### src/rtl/dac_ramp_sched.sv
// dac_ramp_sched: triangular sweep generator for one half of the two-channel
// DAC word, merged with manual single-code writes to either half.
module dac_ramp_sched #(
    parameter int DW      = 14,
    parameter int DWELL_W = 16
) (
    input  logic              clk,
    input  logic              rst_n,
    input  logic              cfg_we_i,
    input  logic [1:0]        cfg_addr_i,
    input  logic [15:0]       cfg_data_i,
    input  logic              start_i,
    input  logic              stop_i,
    input  logic              chan_sel_i,
    input  logic              man_wr_i,
    input  logic              man_sel_i,
    input  logic [DW-1:0]     man_code_i,
    output logic [2*DW-1:0]   dac_dat_o,
    output logic              dac_wrt_o,
    output logic              busy_o,
    output logic [DW-1:0]     code_o,
    output logic              dir_o,
    output logic              err_o
);

    typedef enum logic {IDLE, RUN} state_t;

    state_t              state, state_nxt;
    logic [DW-1:0]       cfg_min, cfg_max, cfg_step;
    logic [DWELL_W-1:0]  cfg_dwell;
    logic [DW-1:0]       s_min, s_max, s_step;
    logic [DWELL_W-1:0]  s_dwell;
    logic                s_chan;
    logic [DWELL_W-1:0]  cnt, cnt_nxt;
    logic [2*DW-1:0]     dat_nxt;
    logic                wrt_nxt, dir_nxt, err_nxt, accept;
    logic [DW-1:0]       code_nxt;
    logic [DW:0]         up_sum, dn_dif;
    logic                cfg_unused;

    // Upper config data bits are not used by the code/step registers.
    assign cfg_unused = &{1'b0, cfg_data_i[15:DW]};

    assign up_sum = {1'b0, code_o} + {1'b0, s_step};
    assign dn_dif = {1'b0, code_o} - {1'b0, s_step};

    // Config registers, writable at any time.
    always_ff @(posedge clk or negedge rst_n) begin
        if (!rst_n) begin
            cfg_min   <= '0;
            cfg_max   <= '1;
            cfg_step  <= DW'(1);
            cfg_dwell <= '0;
        end else if (cfg_we_i) begin
            case (cfg_addr_i)
                2'd0:    cfg_min   <= cfg_data_i[DW-1:0];
                2'd1:    cfg_max   <= cfg_data_i[DW-1:0];
                2'd2:    cfg_step  <= cfg_data_i[DW-1:0];
                default: cfg_dwell <= cfg_data_i[DWELL_W-1:0];
            endcase
        end
    end

    // State, shadow config and registered outputs.
    always_ff @(posedge clk or negedge rst_n) begin
        if (!rst_n) begin
            state     <= IDLE;
            cnt       <= '0;
            s_min     <= '0;
            s_max     <= '0;
            s_step    <= '0;
            s_dwell   <= '0;
            s_chan    <= 1'b0;
            dac_dat_o <= '0;
            dac_wrt_o <= 1'b0;
            code_o    <= '0;
            dir_o     <= 1'b0;
            err_o     <= 1'b0;
            busy_o    <= 1'b0;
        end else begin
            state     <= state_nxt;
            cnt       <= cnt_nxt;
            dac_dat_o <= dat_nxt;
            dac_wrt_o <= wrt_nxt;
            code_o    <= code_nxt;
            dir_o     <= dir_nxt;
            err_o     <= err_nxt;
            busy_o    <= (state_nxt == RUN);
            if (accept) begin
                s_min   <= cfg_min;
                s_max   <= cfg_max;
                s_step  <= cfg_step;
                s_dwell <= cfg_dwell;
                s_chan  <= chan_sel_i;
            end
        end
    end

    // Next-state, ramp advance and DAC word merge.
    // Manual data is merged first; a start or advance then owns the ramped half.
    always_comb begin
        state_nxt = state;
        cnt_nxt   = cnt;
        dat_nxt   = dac_dat_o;
        wrt_nxt   = 1'b0;
        code_nxt  = code_o;
        dir_nxt   = dir_o;
        err_nxt   = err_o;
        accept    = 1'b0;
        case (state)
            IDLE: begin
                if (man_wr_i) begin
                    if (man_sel_i) dat_nxt[2*DW-1:DW] = man_code_i;
                    else           dat_nxt[DW-1:0]    = man_code_i;
                    wrt_nxt = 1'b1;
                end
                if (start_i && !stop_i) begin
                    if ((cfg_min < cfg_max) && (cfg_step != '0)) begin
                        accept    = 1'b1;
                        state_nxt = RUN;
                        cnt_nxt   = '0;
                        code_nxt  = cfg_min;
                        dir_nxt   = 1'b0;
                        err_nxt   = 1'b0;
                        if (chan_sel_i) dat_nxt[2*DW-1:DW] = cfg_min;
                        else            dat_nxt[DW-1:0]    = cfg_min;
                        wrt_nxt   = 1'b1;
                    end else begin
                        err_nxt = 1'b1;
                    end
                end
            end
            RUN: begin
                if (man_wr_i && (man_sel_i != s_chan)) begin
                    if (man_sel_i) dat_nxt[2*DW-1:DW] = man_code_i;
                    else           dat_nxt[DW-1:0]    = man_code_i;
                    wrt_nxt = 1'b1;
                end
                if (stop_i) begin
                    state_nxt = IDLE;
                    cnt_nxt   = '0;
                end else if (cnt == s_dwell) begin
                    cnt_nxt = '0;
                    if (!dir_o) begin
                        if (up_sum >= {1'b0, s_max}) begin
                            code_nxt = s_max;
                            dir_nxt  = 1'b1;
                        end else begin
                            code_nxt = up_sum[DW-1:0];
                        end
                    end else begin
                        if (dn_dif[DW] || (dn_dif[DW-1:0] <= s_min)) begin
                            code_nxt = s_min;
                            dir_nxt  = 1'b0;
                        end else begin
                            code_nxt = dn_dif[DW-1:0];
                        end
                    end
                    if (s_chan) dat_nxt[2*DW-1:DW] = code_nxt;
                    else        dat_nxt[DW-1:0]    = code_nxt;
                    wrt_nxt = 1'b1;
                end else begin
                    cnt_nxt = cnt + 1'b1;
                end
            end
            default: state_nxt = IDLE;
        endcase
    end

endmodule

### config.mk
export PLATFORM = sky130hd
export DESIGN_NAME = dac_ramp_sched
export DESIGN_NICKNAME = d
export VERILOG_FILES = /design/src/rtl/dac_ramp_sched.sv
export SDC_FILE = /design/constraint.sdc
export NUM_CORES = 1
export LEC_CHECK = 0
export ABC_AREA = 1
export BUFFER_PORTS_ARGS = -buffer_cell sky130_fd_sc_hd__buf_2
export CAP_MARGIN = 25
export CORE_ASPECT_RATIO = 1.4
export CORE_MARGIN = 4
export CORE_UTILIZATION = 62
export DETAILED_ROUTE_END_ITERATION = 10
export HOLD_SLACK_MARGIN = 0.12
export PLACE_DENSITY = 0.88
export SYNTH_ARGS = -nofsm -noshare
export SYNTH_HDL_FRONTEND = slang
export SYNTH_SLANG_ARGS = --single-unit
### constraint.sdc
create_clock -name clk -period 3.6 [get_ports clk]
set_input_delay 0.36 -clock clk [delete_from_list [all_inputs] [get_ports clk]]
set_output_delay 0.36 -clock clk [all_outputs]
set_load 0.05 [all_outputs]
### Word-level counts from Yosys, hierarchy flattened

Cells that the tools add are included.

* flip-flop bits (word level): 179
* bits in latches: 0
* RAM bits: 0
* bits in read-only memories: 0
* bits of input ports: 40
* output and inout port bits: 46
* memories: 0

* add/sub/neg operators: 3
* multipliers: 0
* divide/modulo/power cells: 0
* magnitude comparators: 3
* eq/ne operators: 8
* shift-type cells: 0
* mux-type cells: 47
* bitwise gates (word level): 2
* reduce and logical (&&, ||, !) cells: 15

Operator list (count)
* $mux 14: 13
* $mux 28: 6
* $mux 16: 4
* $pmux 28 s2: 1
* $pmux 16 s2: 1
* $pmux 14 s2: 1
* $mux 1: 18
* $add 16x1->16 const B: 1
* $eq 16x16->1: 1
* $add 14x14->15: 1
* $ge 15x14->1: 1
* $sub 14x14->15: 1
* $le 14x14->1: 1
* $lt 14x14->1: 1
* $reduce_bool 14->1: 1
* $reduce_and 2->1: 6
* $ne 2x2->1 const B: 3
* $pmux 1 s2: 3
* $reduce_and 4->1: 1
* $logic_and 1x1->1: 3
* $reduce_or 3->1: 1
* $eq 2x1->1 const B: 1
* $eq 2x2->1 const B: 1
* $logic_not 2->1: 1
* other kinds (5): 6

### Depth between registers and ports, before layout

Gate-level depths: netlist (run 1).

* word-level depth: 9
* gate-level depth with buffers: 28
* mapped depth without buffers: 27

### Least setup slack after synthesis (run 1)

Ideal clock, no wire load.

* kind: register to register
* start point: register code_o[0]
* end point: register dac_dat_o[17]
* setup time: 0.121 ns
* data arrival time: 3.539 ns
* setup slack: -0.061 ns
* cell stages (with the launch flop): 26
* buffers on the path: 1
* path through: dfrtp_1 > inv_1 > ha_1 > fa_1 > inv_1 > nand2_2 > nand2_1 > nand2_1 > nand2_2 > inv_2 > o21bai_1 > xor2_1 > inv_1 > ha_1 > nand2_1 > nor4_1 > nand2_1 > nand2_1 > nand3_4 > inv_4 > buf_12 > nand2_2 > nand3_2 > nand3_1 > nand2_1 > nand2_1

* word-level cells in the longest chain between the ends: 9
* elaborated cells between the ends (all ways): 12

RTL lines
* start: declaration: line 21 `output logic [DW-1:0] code_o,`
* start signal: assignment: line 85 `code_o <= code_nxt;`
* $sub 14x14->15: line 45 `assign dn_dif = {1'b0, code_o} - {1'b0, s_step};`
* $le 14x14->1: line 152 `if (dn_dif[DW] || (dn_dif[DW-1:0] <= s_min)) begin`
* $logic_or 1x1->1: line 152
* $mux 14: line 152
* $mux 14 *: line 144 `if (!dir_o) begin`
* $mux 14 *: line 159 `if (s_chan) dat_nxt[2*DW-1:DW] = code_nxt;`
* $mux 28 *: line 142 `end else if (cnt == s_dwell) begin`
* $mux 28 *: line 139 `if (stop_i) begin`
* $pmux 28 s2 *: line 110 `case (state)`
* via dat_nxt[17]: line 35 `logic [2*DW-1:0] dat_nxt;`
* end signal: assignment: line 83 `dac_dat_o <= dat_nxt;`
* end: declaration: line 18 `output logic [2*DW-1:0] dac_dat_o,`

Mark *: on every way through the listed nets, which the timed path passes. The rest lies on a longest branch.
A chain may end at the register's enable or synchronous reset.

### Final worst setup path (run 1)

* start point: register s_step[0]
* end point: register code_o[2]

* word-level cells in the longest chain between the ends: 8
* elaborated cells between the ends (all ways): 11

RTL lines
* start: declaration: line 31 `logic [DW-1:0] s_min, s_max, s_step;`
* start signal: assignment: line 92 `s_step <= cfg_step;`
* $sub 14x14->15: line 45
* $le 14x14->1: line 152
* $logic_or 1x1->1: line 152
* $mux 14: line 152
* $mux 14 *: line 144
* $mux 14 *: line 142
* $mux 14 *: line 139
* $pmux 14 s2 *: line 110

Every way passes the cells marked *; elsewhere a longest branch is shown, timed or not. The select of a mux whose other input is x is not followed.

==> results.cfg, run 1 <==
[critical_path]
crit_arrival_ns = 4.14
setup.worst_path.start_class = flop
critPathKind = reg2reg
cp.required_ns = 3.95
r2r_slack_ns = -0.20
worstSetupEndpointType = flop
path_max_fanout = 7

[timing]
rsz0062_at_grt = yes
finalSetupViolCount = 43
finalHoldViolations = 0
final.min_clock_period_ns = 3.80
fmax_mhz = 263
tightest_slew_ns = 0.998
setup_ws_ns = -0.196
report.final.slew_viol_count = 0
worst_clock_skew_ns = 0.0160
slew-limit-headroom_pct = 33.3
post-route-period-util_pct = 105
setup_tns_ns = -3.46

[grt]
antenna_found_initial = 0
grt_remaining_overflow = 0
grt_pass1_wl_um = 60100
grt_max_degree = 99
grt_pass1_vias = 11851
grtUsageTotal_pct = 34.8

[finish]
drive_gt1_share_pct = 20.2
syn_to_final_growth_pct = 17.8
n_fill_cell = 1425
layout_common_cells = nand2_1 (501), inv_1 (182), o21ai_0 (169)
final_common_cell = nand2_1
n_antenna_cell = 0
fin_nets = 1887

[die]
core-area_mm2 = 0.0191
die_w_um = 126
die_y_um = 173
start_util_pct = 62.9
num_rows = 60
ios = 86
die-area_mm2 = 0.0218

[synthesis]
synth-seq-cells = 179
synth-seq-area-share_pct = 37.3
yosysTopAreaCellShare_pct = 34.1
syn_inst = 1646
syn_area_mm2 = 0.0120
syn_area_per_cell_um2 = 7.32
synth_area_leaders = dfrtp_1 (34%), nand2_1 (17%), ha_1 (7.3%)
ys.flop_type = dfrtp_1
yosysUniqueCellTypes = 48
ys_warn_count = 0
syn_nets = 1758
synth_edf_count = 0
async_flop_share_pct = 100
synth_top_cell_by_area = dfrtp_1

[outcome]
violations = setup timing
status = finished, violations left

[routing]
avgViaCountPerCell = 6.01
dr.pass1.iters = 6
wire_per_inst_um = 19.5
ant_nets = 0
drcViolationCount = 0
drt_wl_total_um = 39800
initialDrtViolationCount = 1300
vias = 12235

[cts]
clock_path_buffers = 2
clkTransAtPathRegs_ns = 0.07
insertion_delay_ns = 0.46
cts_tree = done
root_buffer = clkbuf_16
cts_num_sinks = 179
numCtsBuffers = 17
h-tree-depth = 4

[placement]
io_buffer_count = 85
dp_hpwl_um = 27700
gp_congestion = 1.02

[flow_run]
drv_cap = 0

[hold_path]
hp-class = in2reg
## synth_stat cells, types with 15 or more instances
master      n
nand2_1   530
inv_1     186
o21ai_0   169
dfrtp_1   164
nand3_1   108
a21oi_1    73
ha_1       70
nor2_1     63
clkbuf_1   34
o211ai_1   30
xor2_1     22
mux2i_1    18
nand3_2    18
buf_2      17
dfstp_2    15
## what timing repair did
| item | CTS | global route |
|---|---|---|
| endpoints found under the hold margin | 94 | 0 |
| resized for setup | 30 | 73 |
| setup buffers | 7 | 6 |
| endpoints found under the setup margin | 43 | 43 |
| gates cloned | 2 | 1 |
| pin swaps | 22 | 63 |
| hold buffers | 1 | 0 |
## worst max-delay path, stage by stage (launching register included)
cell and delay, ns:
dfrtp_2 0.42, ha_2 0.20, inv_1 0.05, fa_2 0.35, inv_2 0.08, nand2_2 0.07
a21oi_2 0.14, buf_6 0.14, nand2_1 0.05, nand2_1 0.08, nand2_1 0.07, nand2_1 0.07
nand2_1 0.07, nand2_2 0.09, inv_1 0.05, ha_1 0.32, nand2_1 0.12, inv_1 0.08
a221oi_2 0.24, nand2_1 0.13, nand2_4 0.13, buf_6 0.14, nand3_1 0.09, nand3_2 0.18
nand3_2 0.11, nand2_1 0.15, nand2_1 0.06
## worst paths after layout
path,from,to,cells after the start
setup / recovery,s_step[0]$_DFFE_PN0P_,code_o[2]$_DFFE_PN0P_,26
hold / removal,cfg_data_i[14],cfg_dwell[14]$_DFFE_PN0P_,2
setup reg to reg,s_step[0]$_DFFE_PN0P_,code_o[2]$_DFFE_PN0P_,26
hold reg to reg,cfg_dwell[6]$_DFFE_PN0P_,s_dwell[6]$_DFFE_PN0P_,2
max in group asynchronous,rst_n,cfg_max[11]$_DFFE_PN1P_,3
min in group asynchronous,rst_n,dac_dat_o[22]$_DFF_PN0_,2
## state kept, by name, indices dropped and copies added, names as in the netlist, 14 cells and up
register / flops
cfg_step: 14
s_min: 14
code_o: 14
s_max: 14
cnt: 16
s_step: 14
cfg_min: 14
s_dwell: 16
cfg_max: 14
cfg_dwell: 16
dac_dat_o: 28
## cell type report
cell class,count,area (µm²),area share [%]
inverter,198,756,5.33
clock inverter,12,145,1.02
clock buffer,20,457,3.22
sequential,179,4500,31.7
multi-input combinational,1199,6790,47.9
tap,248,310,2.19
timing repair buffer,180,1220,8.61
## cells by family (layout without fill, tap and decap cells)
kind of cell               Yosys count  in the layout  synth area share (%)
and+or+nand+nor                    767            768                  27.1
AOI/OAI and AO/OA                  305            305                  14.1
buffers and inverters              269            410                  9.77
DFF                                179            179                  37.3
adders and majority gates           72             72                  7.60
xor gates and xnor gates            34             34                  2.47
muxes                               20             20                  1.68
## per-stage QoR
stage | worst slack (ns) | hold slack [ns] | util, % | instance area (µm²) | cells
final | -0.196 | 0.145 | 74.1 | 14200 | 2036
after global routing | -0.396 | 0.158 | 74.1 | 14200 | 2036
after CTS | 0.00156 | 0.141 | 72.0 | 13800 | 2029
after detailed placement | -0.230 | 0.463 | 67.8 | 13000 | 1987
after global placement | -0.0627 | 0.452 | 67.8 | 13000 | 1987
after floorplan | 0.0855 | 0.0644 | - | 12000 | 1646
## metal layers
layer | vias up | global-route usage [%] | part of all wire [%]
met4 | 0 | 26.3 | 9.5
met3 | 244 | 5.19 | 6.6
met2 | 682 | 60.2 | 49
met5 | - | 0 | 0
met1 | 5712 | 38.2 | 35
li1 | 5597 | - | -
Power of run 1 is left out: the tool's default activity adds up to more than one toggle a clock period on the data nets, which glitch-free logic cannot reach.
==> run 2: changes to the inputs <==
Settings changed: ABC_AREA 1 to unset, CORE_UTILIZATION 62 to 63, PLACE_DENSITY 0.88 to 0.89.
Clock period 3.6 ns to 4.4 ns, I/O delays scaled along.
==> run 2 against run 1 <==
  * The flow still finishes with violations (setup timing)
  * Routed wire length down 15%
  * Via count is 20% lower
  * Sequential cell count unchanged
  * Sequential share of layout area grew 3.4 points
  * Highest routed layer unchanged
==> results.cfg, run 2 <==
[routing]
vias = 9737
initialDrtViolationCount = 1177
ant_nets = 0
drcViolationCount = 0
drt_wl_total_um = 33900
dr.pass1.iters = 8
wire_per_inst_um = 22.7
avgViaCountPerCell = 6.52

[critical_path]
path_cells = inv_1 > ha_2 > fa_2 > nand2b_1 > a21oi_2 > or4_4 > a31oi_2 > xnor2_2 > ha_1 > nand4_1 > or4_4 > o211ai_1 > o32a_2 > a31oi_4 > buf_6 > mux2i_2 > mux2i_1 > buf_4 > o211ai_1
critPathKind = reg2reg
crit_path_top_delay_cell = or4_4
crit_arrival_ns = 4.77
crit_family = compound AO/OA/AOI/OAI gates
setup.worst_path.start_class = flop
critPathBufInv = 3
path_max_fanout = 6
worstSetupEndpointType = flop
max_stage_delay_ns = 0.55
cp.required_ns = 4.76

[die]
start_util_pct = 63.8
die-area_mm2 = 0.0198
die_y_um = 165
core-area_mm2 = 0.0173
die_w_um = 120
num_rows = 57
ios = 86

[cts]
h-tree-depth = 4
clock_path_buffers = 2
root_buffer = clkbuf_16
insertion_delay_ns = 0.45
cts_tree = done
clkTransAtPathRegs_ns = 0.07
numCtsBuffers = 17
cts_num_sinks = 179

[synthesis]
synth-seq-cells = 179
ys_warn_count = 0
synth-seq-area-share_pct = 40.7
synth.most_common_cell = dfrtp_1
syn_area_mm2 = 0.0111
synth_top_cell_by_area = dfrtp_1
ys.flop_type = dfrtp_1
yosysUniqueCellTypes = 72
syn_inst = 1139
async_flop_share_pct = 100
syn_nets = 1251
synth_commonest_cells = dfrtp_1 (164), nand2_1 (150), inv_1 (76)
syn_area_per_cell_um2 = 9.70
synth_edf_count = 0
yosysTopAreaCellShare_pct = 37.1
synth_area_leaders = dfrtp_1 (37%), ha_1 (7.9%), mux2_2 (6.9%)

[timing]
post-route-period-util_pct = 100
finalSetupViolCount = 3
holdWs_ns = 0.218
rsz0062_at_grt = yes
worst_clock_skew_ns = 0.0125
finalHoldViolations = 0
setup_ws_ns = -0.0125
report.final.slew_viol_count = 0
fmax_mhz = 227
slew-limit-headroom_pct = 28.1
final.min_clock_period_ns = 4.41
tightest_slew_ns = 1.08

[grt]
antenna_found_initial = 0
grt_pass1_wl_um = 51100
grt_pass1_vias = 9477
grtUsageTotal_pct = 33.8
grt_max_degree = 107
grt_remaining_overflow = 0

[placement]
dp_hpwl_um = 22800
dpl.cell_count = 1447
io_buffer_count = 85
gp_congestion = 0.979

[flow_run]
drv_cap = 0

[hold_path]
hp-class = in2reg

[finish]
syn_to_final_growth_pct = 16.0
stdcell_count = 1493
fin_nets = 1356
layout_common_cells = dfrtp_1 (164), nand2_1 (150), buf_2 (84)
largest_register_ffs = 28
top_register = dac_dat_o
n_antenna_cell = 0
final_common_cell = dfrtp_1
drive_gt1_share_pct = 25.5

[outcome]
violations = setup timing
status = finished, violations left
==> run 2: cell count changes after synthesis, sizes merged, moves of 8 or more <==
cell / before / now
o21ai: 170 / 78
mux2: 2 / 74
mux2i: 18 / 54
inv: 196 / 76
nand2b: 0 / 11
xnor2: 12 / 22
a21oi: 76 / 42
a21boi: 1 / 10
nor3b: 0 / 8
o221ai: 0 / 29
nor2: 67 / 44
nand3: 127 / 45
nand2: 543 / 150
nor2b: 0 / 11
==> run 2: stage by stage <==
| stage | setup slack, ns | utilization, % | setup TNS [ns] | instance area, µm² |
|---|---|---|---|---|
| floorplan | 0.0412 | - | 0 | 11100 |
| global placement | 0.0388 | 68.6 | 0 | 11900 |
| detailed placement | -0.0832 | 68.6 | -0.307 | 11900 |
| CTS | 0.00808 | 72.3 | 0 | 12500 |
| global route | -0.129 | 74.0 | -2.25 | 12800 |
| finish | -0.0125 | 74.0 | -0.0168 | 12800 |
==> run 2: logic make-up (layout without fill, tap and decap cells) <==
group,after synthesis,after routing,synth area share (%)
fa+ha+maj,72,72,8.29
mux,128,128,12.6
compound gates,245,245,15.6
flops,179,179,40.7
simple gates,326,326,13.7
buf+inv,140,258,5.22
xor+xnor,49,49,3.88
==> run 2: repair_timing <==
item / in CTS / in global routing
endpoints found under the hold margin: 0 / 5
setup buffers: 0 / 11
endpoints found under the setup margin: 18 / 42
pin swaps: 2 / 18
hold buffers: 0 / 1
gates cloned: 0 / 0
gates resized for setup: 6 / 34
==> run 2: worst reg2reg max path: stages, from the launching register on <==
cell      delay [ns]
dfrtp_1         0.43
inv_1           0.09
ha_2            0.22
fa_2            0.23
nand2b_1        0.16
a21oi_2         0.08
or4_4           0.55
a31oi_2         0.23
xnor2_2         0.15
ha_1            0.27
nand4_1         0.13
or4_4           0.14
o211ai_1        0.08
o32a_2          0.42
a31oi_4         0.25
buf_6           0.19
mux2i_2         0.22
mux2i_1         0.11
buf_4           0.19
o211ai_1        0.17
==> run 2: layout make-up <==
cell class | instances | area (µm²)
well taps | 236 | 295
flip-flops and latches | 179 | 4500
multi-input cells | 820 | 6140
fillers | 1184 | 4510
clock inverters | 14 | 194
inverters | 76 | 285
clock buffers | 18 | 439
repair buffers | 150 | 966
==> run 2: metal layers <==
layer  GRT usage, %  wire length, µm  vias up
met4           24.8             2950        0
li1               -                -     4248
met1           39.1            12100     4688
met3           6.75             2390      201
met5              0                0        -
met2           55.7            16500      600
==> run 2: path summary, 6_finish.rpt <==
check | startpoint | end | slack [ns] | depth (start not counted)
worst max-delay path | code_o[0]$_DFFE_PN0P_ | code_o[1]$_DFFE_PN0P_ | -0.01 | 19
worst min-delay path | cfg_data_i[15] | cfg_dwell[15]$_DFFE_PN0P_ | 0.22 | 2
worst max register to register | code_o[0]$_DFFE_PN0P_ | code_o[1]$_DFFE_PN0P_ | -0.01 | 19
worst min register to register | cfg_dwell[5]$_DFFE_PN0P_ | s_dwell[5]$_DFFE_PN0P_ | 0.47 | 2
max in group asynchronous | rst_n | cfg_max[5]$_DFFE_PN1P_ | 2.82 | 4
min in group asynchronous | rst_n | dac_dat_o[21]$_DFF_PN0_ | 0.35 | 2
Power of run 2 is left out for the same reason.
==> run 3: changes to the inputs <==
Settings changed: BUFFER_PORTS_ARGS -buffer_cell sky130_fd_sc_hd__buf_2 to unset, DONT_BUFFER_PORTS set to 1, PLACE_DENSITY 0.89 to 0.85.
==> run 3 against run 2 <==
  * The flow finishes with violations (hold timing)
  * Count of clock-buffer cells in the layout shrank 1
  * First-iteration DRC count down 8.2%
  * Register-to-register slack better by 0.06 ns
  * Critical path depth decreased by 2
  * Global-route usage fell by 1.9 points
  * Via count fell by 4.4%
  * Sequential cell count unchanged
  * Sequential share of layout area is 1.1 points higher
  * Non-clock buffer count down 79
  * Core utilization decreased by 2.3 points
  * Clock skew grew 0.0021 ns
  * Setup slack improved by 0.063 ns
  * Critical path type unchanged
  * Largest cell class unchanged
==> results.cfg, run 3 (synthesis results as in run 2) <==
[outcome]
status = finished, violations left
violations = hold timing

[grt]
grt_pass1_vias = 9089
grtUsageTotal_pct = 31.8
grt_remaining_overflow = 0
antenna_found_initial = 0
grt_pass1_wl_um = 48500
grt_max_degree = 180

[critical_path]
timing.rr.start = code_o[0]$_DFFE_PN0P_
critPathKind = reg2reg
cp-startpoint = code_o[0]$_DFFE_PN0P_
crit_arrival_ns = 4.68
crit_path_top_delay_cell = or4_4
worstSetupEndpointType = flop
worstRegToRegCells = 17
path_cells = inv_1 > ha_2 > fa_2 > nand2b_4 > a21oi_2 > or4_4 > a31oi_4 > xnor2_2 > ha_1 > nand4_1 > or4_1 > o211ai_1 > o32a_2 > a31oi_4 > mux2_4 > a221o_1 > o211ai_1
cp.required_ns = 4.73
setup.worst_path.start_class = flop
max_stage_delay_ns = 0.55
path_max_fanout = 4

[cts]
cts_hold_buf = 1
cts_num_sinks = 179
root_buffer = clkbuf_16
numCtsBuffers = 17
insertion_delay_ns = 0.44
h-tree-depth = 4
cts_tree = done
clock_path_buffers = 2
clkTransAtPathRegs_ns = 0.08

[timing]
post-route-period-util_pct = 98.8
holdWs_ns = -0.312
tightest_slew_ns = 0.973
final.min_clock_period_ns = 4.35
finalHoldViolations = 173
fmax_mhz = 230
worst_clock_skew_ns = 0.0146
slew-limit-headroom_pct = 34.9
finalSetupViolCount = 0
report.final.slew_viol_count = 0
rsz0062_at_grt = yes

[placement]
io_buffer_count = 0
dp_hpwl_um = 22500
gp_congestion = 0.980
dpl.cell_count = 1368
dpl_cell_area_mm2 = 0.0115

[routing]
vias = 9312
drt_wl_total_um = 32200
wire_per_inst_um = 22.8
dr.pass1.iters = 8
ant_nets = 0
drcViolationCount = 0
initialDrtViolationCount = 1081
avgViaCountPerCell = 6.59

[finish]
top_register = dac_dat_o
final_area_mm2 = 0.0124
syn_to_final_growth_pct = 12.4
layout_common_cells = dfrtp_1 (164), nand2_1 (150), inv_1 (75)
postLayoutCoreUtil_pct = 71.7
stdcell_count = 1414
n_fill_cell = 1235
drive_gt1_share_pct = 20.9
largest_register_ffs = 28
n_antenna_cell = 0
final_common_cell = dfrtp_1
fin_nets = 1277

[die]
num_rows = 57
ios = 86
die_y_um = 165
core-area_mm2 = 0.0173
start_util_pct = 63.8
die_w_um = 120
die-area_mm2 = 0.0198

[flow_run]
drv_cap = 0

[hold_path]
hp-class = in2async
## run 3: cell count changes in the layout (fill, tap and decap cells not counted), moves of 2 or more
| cell | change |
|---|---|
| ha_1 | -2 |
| buf_2 | -84 |
| buf_4 | +6 |
| clkinv_2 | +2 |
| ha_4 | +3 |
| clkinv_8 | +3 |
| inv_8 | -2 |
| bufinv_16 | -3 |
## run 3: what timing repair did
action / CTS / global route
endpoints found under the hold margin: 180 / 179
endpoints found under the setup margin: 5 / 42
cloned: 0 / 0
gates resized for setup: 7 / 36
pin swaps: 5 / 20
buffers inserted: 4 / 7
## run 3: worst max-delay path, delay by kind of cell (launching register included)
kind            cells  cell delay [ns]
buf+inv             1             0.08
fa+ha+maj           3             0.72
compound gates      7             1.28
simple gates        4             1.35
flops               1             0.42
mux                 1             0.28
xor+xnor            1             0.09
## run 3: routing by layer
metal,vias up,wire length [µm],GRT usage (%)
met5,-,0,0
met4,0,2260,20.1
met3,165,2200,5.31
met2,483,16400,55.9
met1,4566,11400,36.0
li1,4098,-,-
## run 3: cell type report
cell class              count  area, µm²  area share [%]
multi-input cells         820       6200            49.9
well taps                 236        295            2.38
clock buffers              17        425            3.43
inverters                  76        285            2.30
repair buffers             71        566            4.55
flip-flops and latches    179       4500            36.2
clock inverters            15        149            1.20
## run 3: path summary, 6_finish.rpt
path,endpoint,slack (ns)
max,code_o[0]$_DFFE_PN0P_,0.05
min,dac_dat_o[9]$_DFF_PN0_,-0.31
max reg2reg,code_o[0]$_DFFE_PN0P_,0.05
min reg2reg,s_dwell[13]$_DFFE_PN0P_,0.46
max in group asynchronous,cfg_step[0]$_DFFE_PN1P_,4.36
min in group clk,s_chan$_DFFE_PN0P_,0.14
## run 3: metrics by stage
step / hold WS, ns / setup TNS, ns / setup slack (ns)
after floorplan: 0.144 / 0 / 0.0412
after global placement: 0.148 / 0 / 0.0751
after detailed placement: 0.148 / -0.0824 / -0.0469
after CTS: -0.318 / 0 / 0.00232
after global routing: -0.328 / -0.158 / -0.0302
final: -0.312 / 0 / 0.0506
Power of run 3 is left out for the same reason.
